**config.mk**
```make
export PLATFORM = sky130hd
export DESIGN_NAME = freeze_ctrl
export DESIGN_NICKNAME = d
export VERILOG_FILES = /design/src/rtl/freeze_ctrl.sv
export SDC_FILE = /design/constraint.sdc
export NUM_CORES = 1
export LEC_CHECK = 0
export BUFFER_PORTS_ARGS = -buffer_cell sky130_fd_sc_hd__buf_2
export CORE_ASPECT_RATIO = 1.25
export CORE_MARGIN = 2
export CORE_UTILIZATION = 40
export CTS_CLUSTER_SIZE = 16
export DETAILED_ROUTE_END_ITERATION = 10
export SYNTH_ARGS = -nofsm -noshare
export SYNTH_HDL_FRONTEND = slang
export SYNTH_SLANG_ARGS = --single-unit
```
**constraint.sdc**
```tcl
create_clock -name clk -period 3.99 [get_ports clk]
set_input_delay 0.399 -clock clk [delete_from_list [all_inputs] [get_ports clk]]
set_output_delay 0.399 -clock clk [all_outputs]
set_load 0.03 [all_outputs]
```
**src/rtl/freeze_ctrl.sv**
```systemverilog
// rtl/freeze_ctrl.sv - multi-enemy contact freeze controller with prescaled freeze and grace timers
module freeze_ctrl #(
    parameter int N_ENEMY      = 4,
    parameter int FOOT_DX      = 24,
    parameter int FOOT_DY      = 41,
    parameter int HIT_W        = 62,
    parameter int HIT_TOL      = 2,
    parameter int TICK_DIV     = 6000000,
    parameter int FREEZE_TICKS = 256,
    parameter int GRACE_TICKS  = 64,
    parameter int RETRIGGER    = 0,
    localparam int HID_W       = (N_ENEMY > 1) ? $clog2(N_ENEMY) : 1
) (
    input  logic                    clk,
    input  logic                    rst_n,
    input  logic [9:0]              x_player,
    input  logic [8:0]              y_player,
    input  logic [10*N_ENEMY-1:0]   x_enemy,
    input  logic [9*N_ENEMY-1:0]    y_enemy,
    input  logic [N_ENEMY-1:0]      enemy_en,
    output logic                    frozen,
    output logic                    grace,
    output logic [HID_W-1:0]        hit_id,
    output logic [15:0]             ticks_left,
    output logic                    thaw
);

    localparam int PW = (TICK_DIV > 1) ? $clog2(TICK_DIV) : 1;

    typedef enum logic [1:0] {S_IDLE, S_FROZEN, S_GRACE} state_t;

    state_t             state;
    logic [PW-1:0]      presc;
    logic               tick;
    logic [11:0]        fx;
    logic [11:0]        fy;
    logic [N_ENEMY-1:0] contact;
    logic               any_hit;
    logic [HID_W-1:0]   winner;

    // Foot point; 12-bit working width so no sum can wrap.
    assign fx   = {2'b00, x_player} + 12'(FOOT_DX);
    assign fy   = {3'b000, y_player} + 12'(FOOT_DY);
    assign tick = (presc == PW'(TICK_DIV - 1));

    for (genvar i = 0; i < N_ENEMY; i++) begin : g_ch
        logic [11:0] xe;
        logic [11:0] ye;
        assign xe = {2'b00, x_enemy[10*i +: 10]};
        assign ye = {3'b000, y_enemy[9*i +: 9]};
        assign contact[i] = enemy_en[i]
                          & (fx > xe) & (fx < xe + 12'(HIT_W))
                          & (fy + 12'(HIT_TOL) > ye) & (fy < ye + 12'(HIT_TOL));
    end

    // Lowest-index contacting channel wins; scan from the top so index 0 overrides.
    always_comb begin
        any_hit = 1'b0;
        winner  = '0;
        for (int i = N_ENEMY - 1; i >= 0; i--) begin
            if (contact[i]) begin
                any_hit = 1'b1;
                winner  = HID_W'(i);
            end
        end
    end

    // Phase sequencer: IDLE -> FROZEN -> (GRACE) -> IDLE, with registered outputs and tick prescaler.
    always_ff @(posedge clk or negedge rst_n) begin
        if (!rst_n) begin
            state      <= S_IDLE;
            frozen     <= 1'b0;
            grace      <= 1'b0;
            hit_id     <= '0;
            ticks_left <= '0;
            thaw       <= 1'b0;
            presc      <= '0;
        end else begin
            thaw  <= 1'b0;
            presc <= tick ? '0 : presc + PW'(1);
            case (state)
                S_IDLE: begin
                    if (any_hit) begin
                        state      <= S_FROZEN;
                        frozen     <= 1'b1;
                        hit_id     <= winner;
                        ticks_left <= 16'(FREEZE_TICKS);
                        presc      <= '0;
                    end
                end
                S_FROZEN: begin
                    if ((RETRIGGER != 0) && any_hit) begin
                        // A retrigger beats a coinciding final tick.
                        hit_id     <= winner;
                        ticks_left <= 16'(FREEZE_TICKS);
                        presc      <= '0;
                    end else if (tick) begin
                        if (ticks_left == 16'd1) begin
                            frozen <= 1'b0;
                            thaw   <= 1'b1;
                            if (GRACE_TICKS > 0) begin
                                state      <= S_GRACE;
                                grace      <= 1'b1;
                                ticks_left <= 16'(GRACE_TICKS);
                                presc      <= '0;
                            end else begin
                                state      <= S_IDLE;
                                ticks_left <= '0;
                            end
                        end else begin
                            ticks_left <= ticks_left - 16'd1;
                        end
                    end
                end
                S_GRACE: begin
                    if (tick) begin
                        if (ticks_left == 16'd1) begin
                            state      <= S_IDLE;
                            grace      <= 1'b0;
                            ticks_left <= '0;
                        end else begin
                            ticks_left <= ticks_left - 16'd1;
                        end
                    end
                end
                default: begin
                    state      <= S_IDLE;
                    frozen     <= 1'b0;
                    grace      <= 1'b0;
                    ticks_left <= '0;
                end
            endcase
        end
    end

endmodule

```
Yosys cells after proc, flatten, opt, wreduce, memory -nomap -nowiden
Cells that the tools add are included.
Storage, ports and cells
  register bits after elaboration: 46
  input port bits: 101
  output and inout port bits: 21
  logic and storage cells: 104
Cells by class
  add/subtract/negate cells: 13
  magnitude comparators: 16
  equality and inequality tests: 9
  muxes and demuxes: 35
  bitwise gates (word level): 18
  reduce and logical (&&, ||, !) cells: 6
Operator list (number)
  $mux 23: 4
  $mux 16: 5
  $pmux 16 s3: 1
  $pmux 23 s2: 1
  $add 10x6->11 const B: 4
  $gt 11x10->1: 4
  $lt 11x11->1: 4
  $add 9x2->10 const B: 4
  $lt 10x10->1: 4
  $gt 12x9->1: 3
  $add 23x1->23 const B: 1
  $eq 23x23->1 const B: 1
  $mux 2: 9
  $and 1x1->1: 16
  $eq 16x1->1 const B: 1
  $sub 16x1->16 const B: 1
  $mux 1: 12
  $add 10x2->11 const B: 1
  $add 10x5->11 const B: 1
  $gt 11x9->1: 1
  $add 9x6->10 const B: 1
  $ne 2x2->1 const B: 5
  $reduce_and 5->1: 2
  $pmux 1 s3: 2
  8 further kinds: 9

Logic depth before layout (Yosys ltp)
  depth in word-level cells: 12
  depth in mapped cells: 17
  mapped depth without buffers: 16

Least setup slack after synthesis
OpenSTA, ideal clock, no wires.
  path type: input-to-reg
  start point: input port y_player[0]
  end point: register ticks_left[10]
  setup time: 78 ps
  data arrival time: 3591 ps
  data required time: 3912 ps
  slack: 321 ps
  stages on the path: 14
  buffers on the path: 1
  cells stage by stage: ha_1 a21oi_2 xnor2_1 nand3_1 xnor2_1 ha_1 a211oi_1 a221oi_1 a2111oi_0 o21ai_1 a21o_1 nor4_4 buf_4 o2bb2ai_1
On the way
  word-level cells in the longest chain between the ends: 11
  elaborated cells on any way between the ends: 24
  classes of those cells: 2 x add/sub; 8 x order compare; 1 x eq/ne; 4 x mux; 8 x bitwise; 1 x reduce/logical
Ends and longest elaborated chain
  from (decl): RTL line 17  | input logic [8:0] y_player,
  $add 9x6->10 (*): RTL line 43  | assign fy = {3'b000, y_player} + 12'(FOOT_DY);
  $add 10x2->11: RTL line 53  | & (fy + 12'(HIT_TOL) > ye) & (fy < ye + 12'(HIT_TOL));
  $gt 11x9->1: RTL line 53
  $and 1x1->1 (2 in a row): RTL line 53
  $mux 1 (3 in a row): RTL line 61  | if (contact[i]) begin
  $mux 1 (*): RTL line 61
  $ne 2x2->1 (no line) (*)
  $reduce_and 3->1 (no line) (*)
  to (signal assigned): RTL line 87  | ticks_left <= 16'(FREEZE_TICKS);
  to (signal assigned): RTL line 95  | ticks_left <= 16'(FREEZE_TICKS);
  to (signal assigned): RTL line 104  | ticks_left <= 16'(GRACE_TICKS);
  to (decl): RTL line 24  | output logic [15:0] ticks_left,
Every way passes the cells marked *; elsewhere a longest branch is shown, timed or not.
A chain may end at the register's enable or synchronous reset.

Worst setup path after layout
  start point: input port y_player[0]
  end point: register ticks_left[2]
The elaborated chain is that of the path after synthesis.

==> impl_metrics.json <==
{
  "dieArea_mm2": 0.0196,
  "port_buffers": 121,
  "wl_per_cell_um": 16.3,
  "ir_drop_uv": 249,
  "yosysTopAreaCell": "ha_1",
  "slew_violations": 0,
  "synthFlopType": "dfrtp_1",
  "cp-end-kind": "flip-flop",
  "cellPowerDensity_mw_per_mm2": 308,
  "path_max_fanout": 16,
  "cts_max_path_buffers": 2,
  "synth_cell_types": 72,
  "cts_tree": "done",
  "placed_area_mm2": 0.00854,
  "required_ns": 4.20,
  "vias_per_cell": 5.64,
  "post_cts_buffers": 0,
  "num_rows": 55,
  "insertion_delay_ns": 0.29,
  "syn2layout_area_growth_pct": 17.6,
  "die_h_um": 156,
  "fp.dieW_um": 126,
  "cp-start-kind": "input pin",
  "layout_worst_path_cycle_share_pct": 92.0,
  "syn_avg_cell_area_um2": 8.21,
  "yosysSeqAreaShare_pct": 15.6,
  "path_clk_slew_ns": 0.06,
  "leakage_nw": 4.26,
  "grt_pass1_vias": 7041,
  "fin_area_mm2": 0.00869,
  "dp_hpwl_um": 17300,
  "setup_viol": 0,
  "io_pins": 122,
  "worst_slew_pin_slew_ns": 1.01,
  "regArea_mm2": 0.00115,
  "n_antenna_cell": 0,
  "numCtsBuffers": 5,
  "ant_nets": 0,
  "cp.arrival_ns": 3.88,
  "post_cts_resized": 0,
  "final_cell_mix": "166 x ha_1, 121 x buf_2, 89 x inv_1",
  "fin_nets": 1324,
  "maxCapViolCount": 0,
  "final_common_cell": "ha_1",
  "hold_path.class": "input pin to async pin",
  "skew_ns": 0.00943,
  "dr_total_vias": 7241,
  "layout_min_cycle_time_ns": 3.67,
  "firstDrtPassIters": 7,
  "hold_viol_final": 0,
  "drc": 0,
  "async_reset_ff_share_pct": 100,
  "fillers": 1859,
  "synth_top_area_share_pct": 28.1,
  "groute.usage.overall_pct": 21.6,
  "core-area_mm2": 0.0181,
  "grt_overflow": 0,
  "cts_sinks": 46,
  "clock_tree.root_cell": "clkbuf_16",
  "cts_hold_buffers": 0,
  "synth_warnings": 0,
  "tns_ns": 0,
  "synth_edf_count": 0,
  "synth.ff_latch_count": 46,
  "start_util_pct": 40.8,
  "place.gp.congestion": 0.912,
  "max-slew-margin-rel_pct": 32.9,
  "drive_gt1_share_pct": 17.6,
  "grt_antenna_before_repair": 0,
  "path_class": "input pin to flip-flop",
  "synthTopCellsByArea": "ha_1 28%, dfrtp_1 16%, xnor2_1 8.9%, inv_1 4.5%, nand3_1 3.7%",
  "finalWirelength_um": 20900,
  "fmax_mhz": 272,
  "grt_pass1_wl_um": 34900,
  "first_iter_violations": 400,
  "h-tree-depth": 2,
  "status": "finished clean",
  "grt_max_degree": 47,
  "syn_area_mm2": 0.00739,
  "synth.net_count": 1167,
  "multiInputGateArea_mm2": 0.00585,
  "synthesis.instances": 900,
  "rsz0062_at_grt": "no"
}
kinds of logic after synthesis:
kind of cell    count (synthesis)  synth area share, %
simple gates                  289                 20.7
xor+xnor                       91                 10.8
mux                             1                0.135
compound gates                203                 19.0
flops                          46                 15.6
buf+inv                       103                 5.52
fa+ha+maj                     167                 28.3
metrics by stage:
step	total power [mW]	util, %	hold WS (ns)	instances	setup slack [ns]
floorplan	1.80	-	0.103	900	0.321
global placement	2.26	47.2	0.491	1278	-0.0763
detailed placement	2.28	47.2	0.494	1278	-0.126
CTS	2.69	47.9	0.338	1285	0.165
global route	2.94	48.0	0.375	1285	0.0885
finish	2.68	48.0	0.281	1285	0.318
worst max-delay path, cell delays in order:
cell and delay (ns):
buf_2 0.12, ha_1 0.23, a21oi_2 0.25, nor2_1 0.06, nor2_1 0.15, xnor2_1 0.34
xnor2_1 0.19, ha_1 0.34, a211o_1 0.29, o221ai_1 0.19, a21oi_1 0.06, o21ai_0 0.19
a221oi_1 0.10, buf_4 0.17, a21o_1 0.20, nor4_4 0.27, buf_12 0.19, o2bb2ai_1 0.12
metal layers:
| metal | vias up | share of wire, % | GRT usage [%] |
|---|---|---|---|
| met2 | 188 | 47 | 37.4 |
| li1 | 3654 | - | - |
| met5 | - | 0 | 0 |
| met3 | 25 | 4.1 | 2.23 |
| met4 | 0 | 1.8 | 3.97 |
| met1 | 3374 | 47 | 29.4 |
area by class of cell:
type | count | area share, %
clock buffer | 7 | 1.53
inverter | 89 | 3.84
multi-input combinational | 751 | 67.3
sequential | 46 | 13.2
tap | 228 | 3.28
timing repair buffer | 164 | 10.8
synth_stat cells, types with 3 or more instances:
master     number
ha_1          166
inv_1          89
xnor2_1        75
nand3_1        55
nor2_1         50
nor3_1         47
dfrtp_1        46
nand2_1        44
o21ai_0        39
a21oi_1        38
nand4_1        23
a21o_1         17
o21a_1         17
xor2_1         16
and3_1         13
nor4_1         12
o2bb2ai_1      12
nor2b_1        10
a31oi_1         9
a2111oi_0       8
o211ai_1        7
a211oi_1        6
a22oi_1         6
clkbuf_1        6
o2111ai_1       6
a211o_1         5
buf_2           5
o31ai_1         5
or3_1           5
nand3b_1        4
and2_1          3
and4_1          3
state kept, by name, summed over array words and instances, names as in the netlist:
name and count:
frozen 1, presc 23, thaw 1, state 2, hit_id 2, grace 1, ticks_left 16
path summary, 6_finish.rpt:
path | from | end | slack (ns) | depth (start not counted)
setup reg to reg | presc[0]$_DFF_PN0_ | ticks_left[8]$_DFFE_PN0P_ | 1.15 | 9
hold / removal | rst_n | presc[18]$_DFF_PN0_ | 0.28 | 1
max in group asynchronous | rst_n | presc[5]$_DFF_PN0_ | 3.08 | 1
min in group clk | presc[0]$_DFF_PN0_ | presc[0]$_DFF_PN0_ | 0.51 | 1
hold reg to reg | presc[0]$_DFF_PN0_ | presc[0]$_DFF_PN0_ | 0.51 | 1
setup / recovery | y_player[0] | ticks_left[2]$_DFFE_PN0P_ | 0.32 | 18
report_power, final:
group	switching [mW]	leakage, nW	internal (mW)
clock	0.166	0.0640	0.229
combinational	0.797	3.62	0.635
sequential	0.214	0.577	0.637
Note: power is estimated with default switching activity, not from simulation.
